**config.mk**
```make
export PLATFORM = sky130hd
export DESIGN_NAME = rr_select_arbiter
export DESIGN_NICKNAME = d
export VERILOG_FILES = /design/src/rtl/rr_select_arbiter.sv
export SDC_FILE = /design/constraint.sdc
export NUM_CORES = 1
export LEC_CHECK = 0
export ABC_AREA = 1
export BUFFER_PORTS_ARGS = -buffer_cell sky130_fd_sc_hd__buf_2
export CELL_PAD_IN_SITES_DETAIL_PLACEMENT = 0
export CELL_PAD_IN_SITES_GLOBAL_PLACEMENT = 1
export CORE_MARGIN = 4
export CORE_UTILIZATION = 37
export CTS_CLUSTER_SIZE = 24
export DETAILED_ROUTE_END_ITERATION = 8
export HOLD_SLACK_MARGIN = 0.15
export MAX_ROUTING_LAYER = met4
export PLACE_DENSITY_LB_ADDON = 0.1
export SLEW_MARGIN = 20
export SYNTH_ARGS = -nofsm -noshare
export SYNTH_HDL_FRONTEND = slang
export SYNTH_SLANG_ARGS = --single-unit
```
**constraint.sdc**
```tcl
create_clock -name clk -period 1.35 [get_ports clk]
set_input_delay 0.27 -clock clk [delete_from_list [all_inputs] [get_ports clk]]
set_output_delay 0.27 -clock clk [all_outputs]
set_load 0.005 [all_outputs]
```
**src/rtl/rr_select_arbiter.sv**
```systemverilog
// Round-robin arbiter driving the 2-to-4 decoder select.
// Grants are hold-limited and separated by one idle cycle.
module rr_select_arbiter #(
    parameter int MAX_HOLD = 16,
    parameter int CNT_W    = 8
) (
    input  logic       clk,
    input  logic       rst_n,
    input  logic [3:0] req,
    input  logic       done,
    output logic [1:0] grant_idx,
    output logic       grant_valid,
    output logic       timeout_pulse,
    output logic       busy
);

    typedef enum logic {
        IDLE  = 1'b0,
        GRANT = 1'b1
    } state_e;

    localparam logic [CNT_W-1:0] HOLD_LAST = CNT_W'(MAX_HOLD - 1);

    state_e           state_q, state_d;
    logic [1:0]       ptr_q, ptr_d;
    logic [CNT_W-1:0] hold_q, hold_d;
    logic [1:0]       idx_q, idx_d;
    logic             valid_q, valid_d;
    logic             tp_q, tp_d;

    logic [1:0]       win;
    logic [1:0]       scan;
    logic             found;

    // First requester at or after the priority pointer.
    always_comb begin
        win   = ptr_q;
        scan  = ptr_q;
        found = 1'b0;
        for (int i = 0; i < 4; i++) begin
            scan = ptr_q + 2'(i);
            if (!found && req[scan]) begin
                win   = scan;
                found = 1'b1;
            end
        end
    end

    // Next-state and registered-output logic.
    always_comb begin
        state_d = state_q;
        ptr_d   = ptr_q;
        hold_d  = hold_q;
        idx_d   = idx_q;
        valid_d = valid_q;
        tp_d    = 1'b0;
        unique case (state_q)
            IDLE: begin
                if (found) begin
                    idx_d   = win;
                    valid_d = 1'b1;
                    hold_d  = '0;
                    state_d = GRANT;
                end else begin
                    valid_d = 1'b0;
                end
            end
            GRANT: begin
                if (done || !req[idx_q]) begin
                    valid_d = 1'b0;
                    ptr_d   = idx_q + 2'd1;
                    state_d = IDLE;
                end else if (hold_q == HOLD_LAST) begin
                    valid_d = 1'b0;
                    ptr_d   = idx_q + 2'd1;
                    state_d = IDLE;
                    tp_d    = 1'b1;
                end else begin
                    hold_d  = hold_q + 1'b1;
                end
            end
            default: begin
                state_d = IDLE;
                valid_d = 1'b0;
            end
        endcase
    end

    // State register with synchronous active-low reset.
    always_ff @(posedge clk) begin
        if (!rst_n) begin
            state_q <= IDLE;
            ptr_q   <= '0;
            hold_q  <= '0;
            idx_q   <= '0;
            valid_q <= 1'b0;
            tp_q    <= 1'b0;
        end else begin
            state_q <= state_d;
            ptr_q   <= ptr_d;
            hold_q  <= hold_d;
            idx_q   <= idx_d;
            valid_q <= valid_d;
            tp_q    <= tp_d;
        end
    end

    assign grant_idx     = idx_q;
    assign grant_valid   = valid_q;
    assign timeout_pulse = tp_q;
    assign busy          = valid_q;

endmodule

```
; ---- Word level (Yosys, flattened, before mapping)
; Index checks and enable logic that the tools add are counted.
; Widths: inputs -> output; s select.
[totals]
mem_bits_rw = 0
latchBits = 0
regBits = 15
input_bits = 7
word_cells = 67
output_inout_bits = 5
mem_bits_ro = 0
memories = 0
[op_classes]
n_shift = 0
n_eq_ne = 5
bitwise = 2
add_sub_neg = 5
mul = 0
mux = 31
n_div = 0
order_cmp = 5
reduce_logical = 13
[op_table]
columns = op, n
row1 = $mux 8, 3
row2 = $pmux 8 s2, 1
row3 = $lt 2x3->1 const B, 5
row4 = $mux 1, 15
row5 = $bmux 1 s2, 5
row6 = $mux 2, 5
row7 = $add 8x1->8 const B, 1
row8 = $eq 8x4->1 const B, 1
row9 = $ne 2x2->1 const B, 3
row10 = $add 2x1->2 const B, 2
row11 = $add 2x2->2 const B, 2
row12 = $logic_not 1->1, 4
row13 = $pmux 1 s2, 2
row14 = $reduce_and 2->1, 2
row15 = $logic_and 1x1->1, 3
row16 = $ne 3x1->1 const B, 1
row17 = $reduce_and 3->1, 1
row18 = $reduce_or 3->1, 1
row19 = $not 1->1, 2
row20 = $reduce_bool 2->1, 1
row21 = $logic_or 1x1->1, 1

; ---- Depth between registers and ports, before layout
; Gate-level depths: netlist (run 1).
[depth]
word_depth = 14
mapped_depth = 15
mapped_depth_nobuf = 14

; ---- Worst setup path after synthesis (run 1)
; Ideal clock, no wire load.
[synth_path]
path_type = reg-to-reg
start = reg hold_q[0]
end = reg ptr_q[1]
setup_time_ns = 0.119
path_buffers = 0
t_required_ns = 1.231
arrival_ns = 1.333
setup_slack_ns = -0.102
stages_incl_launch_ff = 9
synth_period_minus_slack_ns = 1.452
path_cell_list = dfxtp_1 > ha_1 > nand2_1 > nor2_1 > nand4_1 > nand3_1 > nand2_1 > o21ai_0 > a21oi_1
[synth_via]
elab_chain_cells = 3
[synth_lines]
columns = item, line
row1 = start: declaration, 26  ; logic [CNT_W-1:0] hold_q, hold_d;
row2 = start signal: assignment, 101  ; hold_q <= hold_d;
row3 = $eq 8x4->1, 73  ; end else if (hold_q == HOLD_LAST) begin
row4 = $reduce_bool 2->1 (no line), n/a
row5 = $reduce_and 2->1 (no line), n/a
row6 = end signal: assignment, 100  ; ptr_q <= ptr_d;
row7 = end: declaration, 25  ; logic [1:0] ptr_q, ptr_d;
; Every way passes these cells.
; A chain may end at the register's enable or synchronous reset.

; ---- Worst setup path after layout (run 1)
[layout_path]
start = reg ptr_q[0]
end = reg hold_q[4]
[layout_via]
elab_chain_cells = 14
word_cells_on_any_way = 23
classes_between = add/sub: 3 / eq/ne: 1 / mux: 12 / reduce/logical: 7
[layout_lines]
columns = item, line
row1 = "parallel branches: the longest is 11 deep, another holds $add 2x1->2", n/a
row2 = $mux 1 (*), 42  ; if (!found && req[scan]) begin
row3 = $ne 2x2->1 (no line) (*), n/a
row4 = $reduce_and 3->1 (no line) (*), n/a
; Every way passes the cells marked *. The select of a mux whose other input is x is not followed.

==> run metrics, run 1 <==
clk slew on worst S/H paths=0.09 ns; HPWL Detailed=2170 um; worst setup path category=reg2reg; via density per instance=4.85; #FFs+latches synth=15; number of max-cap violations=0; worst slew pin tran=0.465 ns; routed length per instance=12.2 um; post-synthesis cell type count=28; Worst EP arrival=1.68 ns; CTS tree=built; final worst slack=-0.143 ns; final setup fails=15; CP max FO=8; share of layout cells above drive strength 1=0.427; peak supply drop=854 uV; post-synth top area share=0.268; CTS buffer count=3; synth cell count leaders=nand2_1, dfxtp_1, nand3_1, nor2_1, nand2_2; r2r setup slk=-0.14 ns; Top Usage Layer GRT=met2; starting density of the core=0.396; Cell Area, Synth=0.00112 sq mm; yosys warns=0; Placeable Area=0.00283 sq mm; Post-Syn Nets=165; FMAX=0.670 GHz; HP Start=rst_n; routed wire length=2730 um; RSZ-0062 raised after global routing=yes; status=complete, but fails checks; Antenna diodes=0; number of routed nets with antenna violations=0; met1 Usage GRT=0.217; min cycle time layout=1.49 ns; CTS Buffer Depth=2; violated checks=setup timing; vias in the first global route=1034; Clk pwr share=0.108; LEAKAGE=0.647 nW; die area=0.00397 sq mm; CP Launch Type=flop; HP Class=in2reg; worst r2r path cells=11; Area Overhead vs Synth=30.1%; met2 usage=0.231; Critical R2R Capture=hold_q[4]; first-pass GRT wire length=4800 um; GP Congestion=0.834; hold path depth=3; clock latency on the worst-skew pair=0.29 ns; Final Hold Viols=0; CP endpoint kind=flop; Die Ht=63.0 um; Finished Core Util=0.515; First-pass DRT Iterations=4; Clock H-tree levels=1; clock skew=0.00194 ns; syn avg cell area=7.13 sq um; cell taking the most area after synthesis=dfxtp_1; dpl ws=-0.229 ns; Final period util=1.11; post-layout net count=201; Async SR Flop Fraction=0; Combinational Power Share=0.638; # hold bufs at CTS=0; Num Clock Sinks=15; antenna violations before repair=0; DRC errors left=0; P_int=1.28 mW; total gr overflow=0; sw power=1.18 mW; sequential share of the synthesized area=0.268; Pwr per Cell Area=1690 mW/mm^2; Sw Share=0.480; DRT iter0 DRCs=26; cell chosen for the clock root=clkbuf_4; grt met3 use=0.0378; IO Count=12; Worst Hold End=ptr_q[0]; final instance area=0.00146 sq mm; largest net degree at the start of global routing=11; Slew Viols, Final=0; cell with the most instances after synthesis=nand2_1; GRT Util Overall=0.156; Reg2Reg Launch Point=ptr_q[0]; die extent in x=63.0 um; DP Area=0.00137 sq mm; Post-Syn Instances=157; top cells by area, synth=dfxtp_1, nand2_1, nand2_4, nand2_2, nand3_1; worst relative slew slack=0.688; Port-buffer cells=11; WP data required=1.54 ns; top_reg_cell synth=dfxtp_1; sequential group share of total power=0.254; DR vias=1082; number of flops mapped to enable cells by yosys=0; Site Rows=19
how the worst max path moves through the flow:
stage	cells past startpoint	slack (ns)	endpoint	start
floorplan	12	-0.03	hold_q[4]	ptr_q[0]
global placement	11	-0.20	hold_q[4]	ptr_q[0]
detailed placement	11	-0.23	hold_q[4]	ptr_q[0]
CTS	11	-0.15	hold_q[4]	ptr_q[0]
global route	11	-0.25	hold_q[4]	ptr_q[0]
finish	11	-0.14	hold_q[4]	ptr_q[0]
critical path: stages, from the launching register on:
cell and delay, ns:
dfxtp_4 0.44, inv_8 0.06, nand2_2 0.07, nand2_4 0.06
nand2_4 0.07, nand2_4 0.07, nor2_8 0.10, nand3_4 0.12
nand2_8 0.13, nand2_8 0.09, a21oi_2 0.13, nor2_1 0.04
routing by layer:
layer / wire (um) / part of all wire
met5: 0 / 0
met4: 16 / 0.0059
met3: 93 / 0.034
met2: 1210 / 0.44
met1: 1410 / 0.52
kinds of logic after synthesis:
group | Yosys count | synth area share
AOI/OAI and AO/OA | 21 | 0.111
xor gates and xnor gates | 5 | 0.0391
adders and majority gates | 1 | 0.0112
buffers and inverters | 18 | 0.0860
DFF | 15 | 0.268
and+or+nand+nor | 97 | 0.485
layout by cell type (no fill, tap or decap), types with 2 or more instances in the layout:
cell type,instances
dfxtp_2,4
nor2_4,2
o21ai_0,2
nand2_8,2
buf_2,11
a21oi_1,9
nand4_1,2
buf_4,23
o21ai_1,4
nand2_4,9
nand2_2,12
nand2_1,36
o21ai_2,3
nor3_1,2
dfxtp_1,10
nand3_1,14
a21oi_2,3
clkinv_1,2
xor2_1,5
clkbuf_4,3
inv_1,10
nor2_1,12
power by group through the flow:
| stage | Sequential (mW) | Combinational [mW] | Clock, mW |
|---|---|---|---|
| 2_1_floorplan | 0.615 | 1.10 | 0 |
| 3_3_place_gp | 0.624 | 1.43 | 0 |
| 3_5_place_dp | 0.627 | 1.45 | 0 |
| 4_1_cts | 0.624 | 1.56 | 0.283 |
| 5_1_grt | 0.636 | 1.73 | 0.299 |
| 6_report | 0.624 | 1.57 | 0.266 |
layout make-up:
type,count,area (sq um)
Fill cell,282,1370
Multi-Input combinational cell,124,787
Inverter,15,66.3
Clock inverter,1,5.00
Sequential cell,15,309
Tap cell,31,38.8
Clock buffer,3,22.5
Timing Repair Buffer,34,228
state kept, by name, indices dropped and copies added, names as in the netlist:
name / count
timeout_pulse: 1
busy: 1
ptr_q: 2
grant_idx: 2
hold_q: 8
state_q: 1
timing repair:
item / CTS / global route
pin swaps: 3 / 4
setup buffers: 1 / 0
setup endpoints to repair: 15 / 15
cloned: 0 / 0
resized for setup: 10 / 1
per-stage QoR:
step | hold WS [ns] | cells | TNS [ns] | total power, mW
after global routing | 0.251 | 223 | -3.35 | 2.66
final | 0.261 | 223 | -1.55 | 2.46
after detailed placement | 0.477 | 218 | -2.43 | 2.08
after floorplan | 0.386 | 157 | -0.111 | 1.72
after CTS | 0.243 | 223 | -1.61 | 2.47
after global placement | 0.473 | 218 | -2.02 | 2.05
Power figures use the tool's default switching activity.
==> run 2: changes to the inputs <==
--- a/config.mk
+++ b/config.mk
@@ -6,13 +6,13 @@
 export NUM_CORES = 1
 export LEC_CHECK = 0
 export ABC_AREA = 1
-export BUFFER_PORTS_ARGS = -buffer_cell sky130_fd_sc_hd__buf_2
 export CELL_PAD_IN_SITES_DETAIL_PLACEMENT = 0
 export CELL_PAD_IN_SITES_GLOBAL_PLACEMENT = 1
 export CORE_MARGIN = 4
-export CORE_UTILIZATION = 37
+export CORE_UTILIZATION = 40
 export CTS_CLUSTER_SIZE = 24
 export DETAILED_ROUTE_END_ITERATION = 8
+export DONT_BUFFER_PORTS = 1
 export HOLD_SLACK_MARGIN = 0.15
 export MAX_ROUTING_LAYER = met4
 export PLACE_DENSITY_LB_ADDON = 0.1
==> run metrics, run 2 (synthesis gave the netlist of run 1 again) <==
Non-Filler Instances=212; GP Congestion=0.815; die area=0.00371 sq mm; min cycle time layout=1.53 ns; worst slew pin tran=0.319 ns; r2r setup slk=-0.18 ns; clock skew=0.00535 ns; Worst Hold End=timeout_pulse; DR vias=1057; status=complete, but fails checks; hold path depth=3; number of routed nets with antenna violations=0; LEAKAGE=0.631 nW; Die Ht=60.9 um; routed length per instance=12.7 um; commonest non-fill, non-tap cell in the layout=nand2_1; clk slew on worst S/H paths=0.10 ns; Final period util=1.14; Clock H-tree levels=1; Placeable Area=0.00257 sq mm; Sw Share=0.491; RSZ-0062 raised after global routing=yes; Worst EP arrival=1.74 ns; total gr overflow=0; CP endpoint kind=flop; DRT iter0 DRCs=53; Most flops, register=hold_q; CTS buffer count=3; clock latency on the worst-skew pair=0.30 ns; final setup fails=14; sequential group share of total power=0.253; die extent in x=60.9 um; post-layout net count=191; largest net degree at the start of global routing=11; violated checks=setup timing; DRC errors left=0; via density per instance=4.99; share of layout cells above drive strength 1=0.418; placed cell count=203; First-pass DRT Iterations=4; IO Count=12; Pwr per Cell Area=1750 mW/mm^2; Port-buffer cells=0; HP Start=done; CTS tree=built; Final Hold Viols=0; Slew Viols, Final=0; dpl ws=-0.222 ns; FMAX=0.652 GHz; Combinational Power Share=0.640; worst relative slew slack=0.786; sw power=1.26 mW; Site Rows=18; number of flip-flops in the largest register=8; Clk pwr share=0.107; vias in the first global route=978; Antenna diodes=0; P_int=1.30 mW; CP max FO=8; routed wire length=2700 um; cell chosen for the clock root=clkbuf_4; final worst slack=-0.184 ns; Critical R2R Capture=hold_q[4]; GRT Util Overall=0.173; CP Launch Type=flop; HPWL Detailed=1980 um; most frequent cells in the layout=nand2_1, buf_4, nor2_1, nand2_2, nand3_1; peak supply drop=1160 uV; worst r2r path cells=8; starting density of the core=0.436; Num Clock Sinks=15; total power=2.56 mW; HP Class=in2reg; antenna violations before repair=0; CTS Buffer Depth=2; Reg2Reg Launch Point=hold_q[1]; worst setup path category=reg2reg; WP data required=1.55 ns; first-pass GRT wire length=4550 um; number of max-cap violations=0; Area Overhead vs Synth=31.0%
run 2: changes by cell type in the layout (fill, tap and decap cells not counted), sizes merged:
cell,change
dlygate4sd3,+1
buf,-11
run 2: worst max-delay path by stage:
stage | from | end | slack, ns | cells past startpoint
5_1_grt | ptr_q[0] | grant_idx[1] | -0.28 | 13
3_5_place_dp | ptr_q[0] | hold_q[4] | -0.22 | 9
3_3_place_gp | ptr_q[1] | hold_q[4] | -0.21 | 9
2_1_floorplan | ptr_q[0] | hold_q[4] | -0.03 | 12
6_report | hold_q[1] | hold_q[4] | -0.18 | 8
4_1_cts | ptr_q[0] | hold_q[4] | -0.15 | 11
run 2: layout make-up:
class / instances / area, sq um
clock buffer: 3 / 22.5
multi-input combinational: 124 / 842
clock inverter: 1 / 5.00
tap: 30 / 37.5
sequential: 15 / 310
timing repair buffer: 24 / 183
inverter: 15 / 66.3
fill: 255 / 1100
run 2: repair_timing:
item,in CTS,in global routing
hold buffers,1,0
buffers inserted,3,1
setup endpoints to repair,15,14
pin swaps,9,5
hold endpoints to repair,5,0
gates resized for setup,15,6
run 2: power by group through the flow:
stage / sequential, mW / clock, mW / combinational (mW)
after floorplan: 0.615 / 0 / 1.10
after detailed placement: 0.644 / 0 / 1.43
final: 0.649 / 0.274 / 1.64
after global routing: 0.662 / 0.305 / 1.80
after global placement: 0.642 / 0 / 1.43
after CTS: 0.646 / 0.281 / 1.57
run 2: worst max-delay path: stages, from the launching register on:
cell and delay [ns]:
dfxtp_2 0.36, ha_4 0.15, nand2_4 0.05, nor2_4 0.08
nand4_1 0.23, nand4_4 0.29, nand2_8 0.11, a21oi_2 0.12
nor2_1 0.04
run 2: per-layer routing:
layer  track usage  share of wire
met4        0.0464          0.010
met3        0.0383          0.046
met2         0.238           0.43
met5             -              0
met1         0.253           0.52
run 2: stage by stage:
step / hold WS [ns] / cell area (sq um) / util / TNS (ns)
floorplan: 0.386 / 1140 / - / -0.111
global placement: 0.398 / 1290 / 0.504 / -2.43
detailed placement: 0.406 / 1290 / 0.504 / -2.58
CTS: 0.195 / 1430 / 0.557 / -1.52
global route: 0.226 / 1470 / 0.571 / -3.12
finish: 0.220 / 1470 / 0.571 / -1.86
==> run 3: changes to the inputs <==
--- a/config.mk
+++ b/config.mk
@@ -16,6 +16,7 @@
 export HOLD_SLACK_MARGIN = 0.15
 export MAX_ROUTING_LAYER = met4
 export PLACE_DENSITY_LB_ADDON = 0.1
+export REMOVE_ABC_BUFFERS = 1
 export SLEW_MARGIN = 20
 export SYNTH_ARGS = -nofsm -noshare
 export SYNTH_HDL_FRONTEND = slang
==> run metrics, run 3 (synthesis gave the netlist of run 1 again) <==
placed cell count=207; First-pass DRT Iterations=5; Pwr per Cell Area=1710 mW/mm^2; Site Rows=18; starting density of the core=0.436; commonest non-fill, non-tap cell in the layout=nand2_1; share of layout cells above drive strength 1=0.479; area of the multi-input gates=847 sq um; Sw Share=0.474; Area Overhead vs Synth=38.4%; DR vias=1090; DR top layer=met4; first-pass GRT wire length=4670 um; WP data required=1.56 ns; Finished Core Util=0.604; post-layout net count=199; routed wire length=2740 um; largest net degree at the start of global routing=10; GRT Util Overall=0.174; Slew Viols, Final=0; HP Class=in2reg; CP max FO=8; Num Clock Sinks=15; die extent in x=60.9 um; most frequent cells in the layout=nand2_1, buf_4, nand2_2; fillers=243; FMAX=0.662 GHz; DRT iter0 DRCs=44; Fin Setup TNS=-1.78 ns; WHS=0.204 ns; total gr overflow=0; CTS Buffer Depth=2; sequential group share of total power=0.229; HPWL Detailed=2010 um; Die Ht=60.9 um; length of routed met3 wiring=90 um; CTS tree=built; dpl ws=-0.184 ns; DRC errors left=0; Final period util=1.12; Worst EP arrival=1.72 ns; total power=2.65 mW; vias in the first global route=1049; Placeable Area=0.00257 sq mm; P_int=1.39 mW; sw power=1.25 mW; GP Congestion=0.873; WL met1=1410 um; worst relative slew slack=0.763; Most flops, register=hold_q; clock latency on the worst-skew pair=0.30 ns; met2 routed WL=1200 um; clock skew=0.00872 ns; final setup fails=14; IO Count=12; number of routed nets with antenna violations=0; worst slew pin tran=0.353 ns; routed length per instance=12.5 um; worst setup path category=reg2reg; CP endpoint kind=flop; DP Area=0.00131 sq mm; final instance area=0.00155 sq mm; Port-buffer cells=0; Non-Filler Instances=220; Clk pwr share=0.108; CTS buffer count=3; RSZ-0062 raised after global routing=yes; number of flip-flops in the largest register=8; CP Launch Type=flop; Antenna diodes=0; final worst slack=-0.161 ns; Clock H-tree levels=1; min cycle time layout=1.51 ns; cell chosen for the clock root=clkbuf_4; violated checks=setup timing; peak supply drop=1070 uV; Combinational Power Share=0.663; LEAKAGE=0.675 nW; Final Hold Viols=0; via density per instance=4.95; number of max-cap violations=0; antenna violations before repair=0; status=complete, but fails checks; Seq. cell area=309 sq um; clk slew on worst S/H paths=0.11 ns; die area=0.00371 sq mm
-- run 3: changes by cell type in the layout (fill, tap and decap cells not counted), moves of 3 or more --
cell,previous run,this run
o21ai_1,4,1
o21ai_2,2,5
buf_4,23,28
a21oi_1,9,6
a21oi_2,2,5
-- run 3: layout make-up --
class,count,area share
Timing Repair Buffer,32,0.169
Sequential cell,15,0.199
Clock inverter,1,0.00323
Multi-Input combinational cell,124,0.546
Inverter,15,0.0428
Tap cell,30,0.0242
Clock buffer,3,0.0145
-- run 3: worst max-delay path, cell delays in order (launching register included) --
cell	delay (ns)
dfxtp_2	0.34
buf_12	0.13
inv_8	0.09
nand2_4	0.05
nand2_4	0.09
nand3_1	0.08
o21ai_2	0.10
nand3_4	0.15
nand2_8	0.14
nand2_8	0.08
a21oi_2	0.12
nor2_1	0.04
-- run 3: final timing paths --
path,cells past startpoint,slack [ns],start,endpoint
max,11,-0.16,ptr_q[0],hold_q[4]
max reg2reg,11,-0.16,ptr_q[0],hold_q[4]
min reg2reg,2,0.51,hold_q[4],hold_q[4]
min,3,0.20,done,timeout_pulse
-- run 3: power groups by stage --
stage / registers [mW] / clock network [mW] / logic (mW)
floorplan: 0.657 / 0 / 0.979
global placement: 0.600 / 0 / 1.46
detailed placement: 0.600 / 0 / 1.48
CTS: 0.601 / 0.299 / 1.62
global route: 0.615 / 0.321 / 1.94
finish: 0.606 / 0.285 / 1.76
-- run 3: what timing repair did --
item | in CTS | in global routing
hold buffers | 1 | 0
buffers inserted | 4 | 4
setup endpoints to repair | 15 | 15
endpoints found under the hold margin | 5 | 0
pin swaps | 16 | 13
resized for setup | 20 | 18
-- run 3: metal layers --
metal  vias to the layer above  GRT usage
li1                        577          -
met3                         4     0.0277
met2                        18      0.267
met5                         -          -
met1                       491      0.231
met4                         0     0.0557
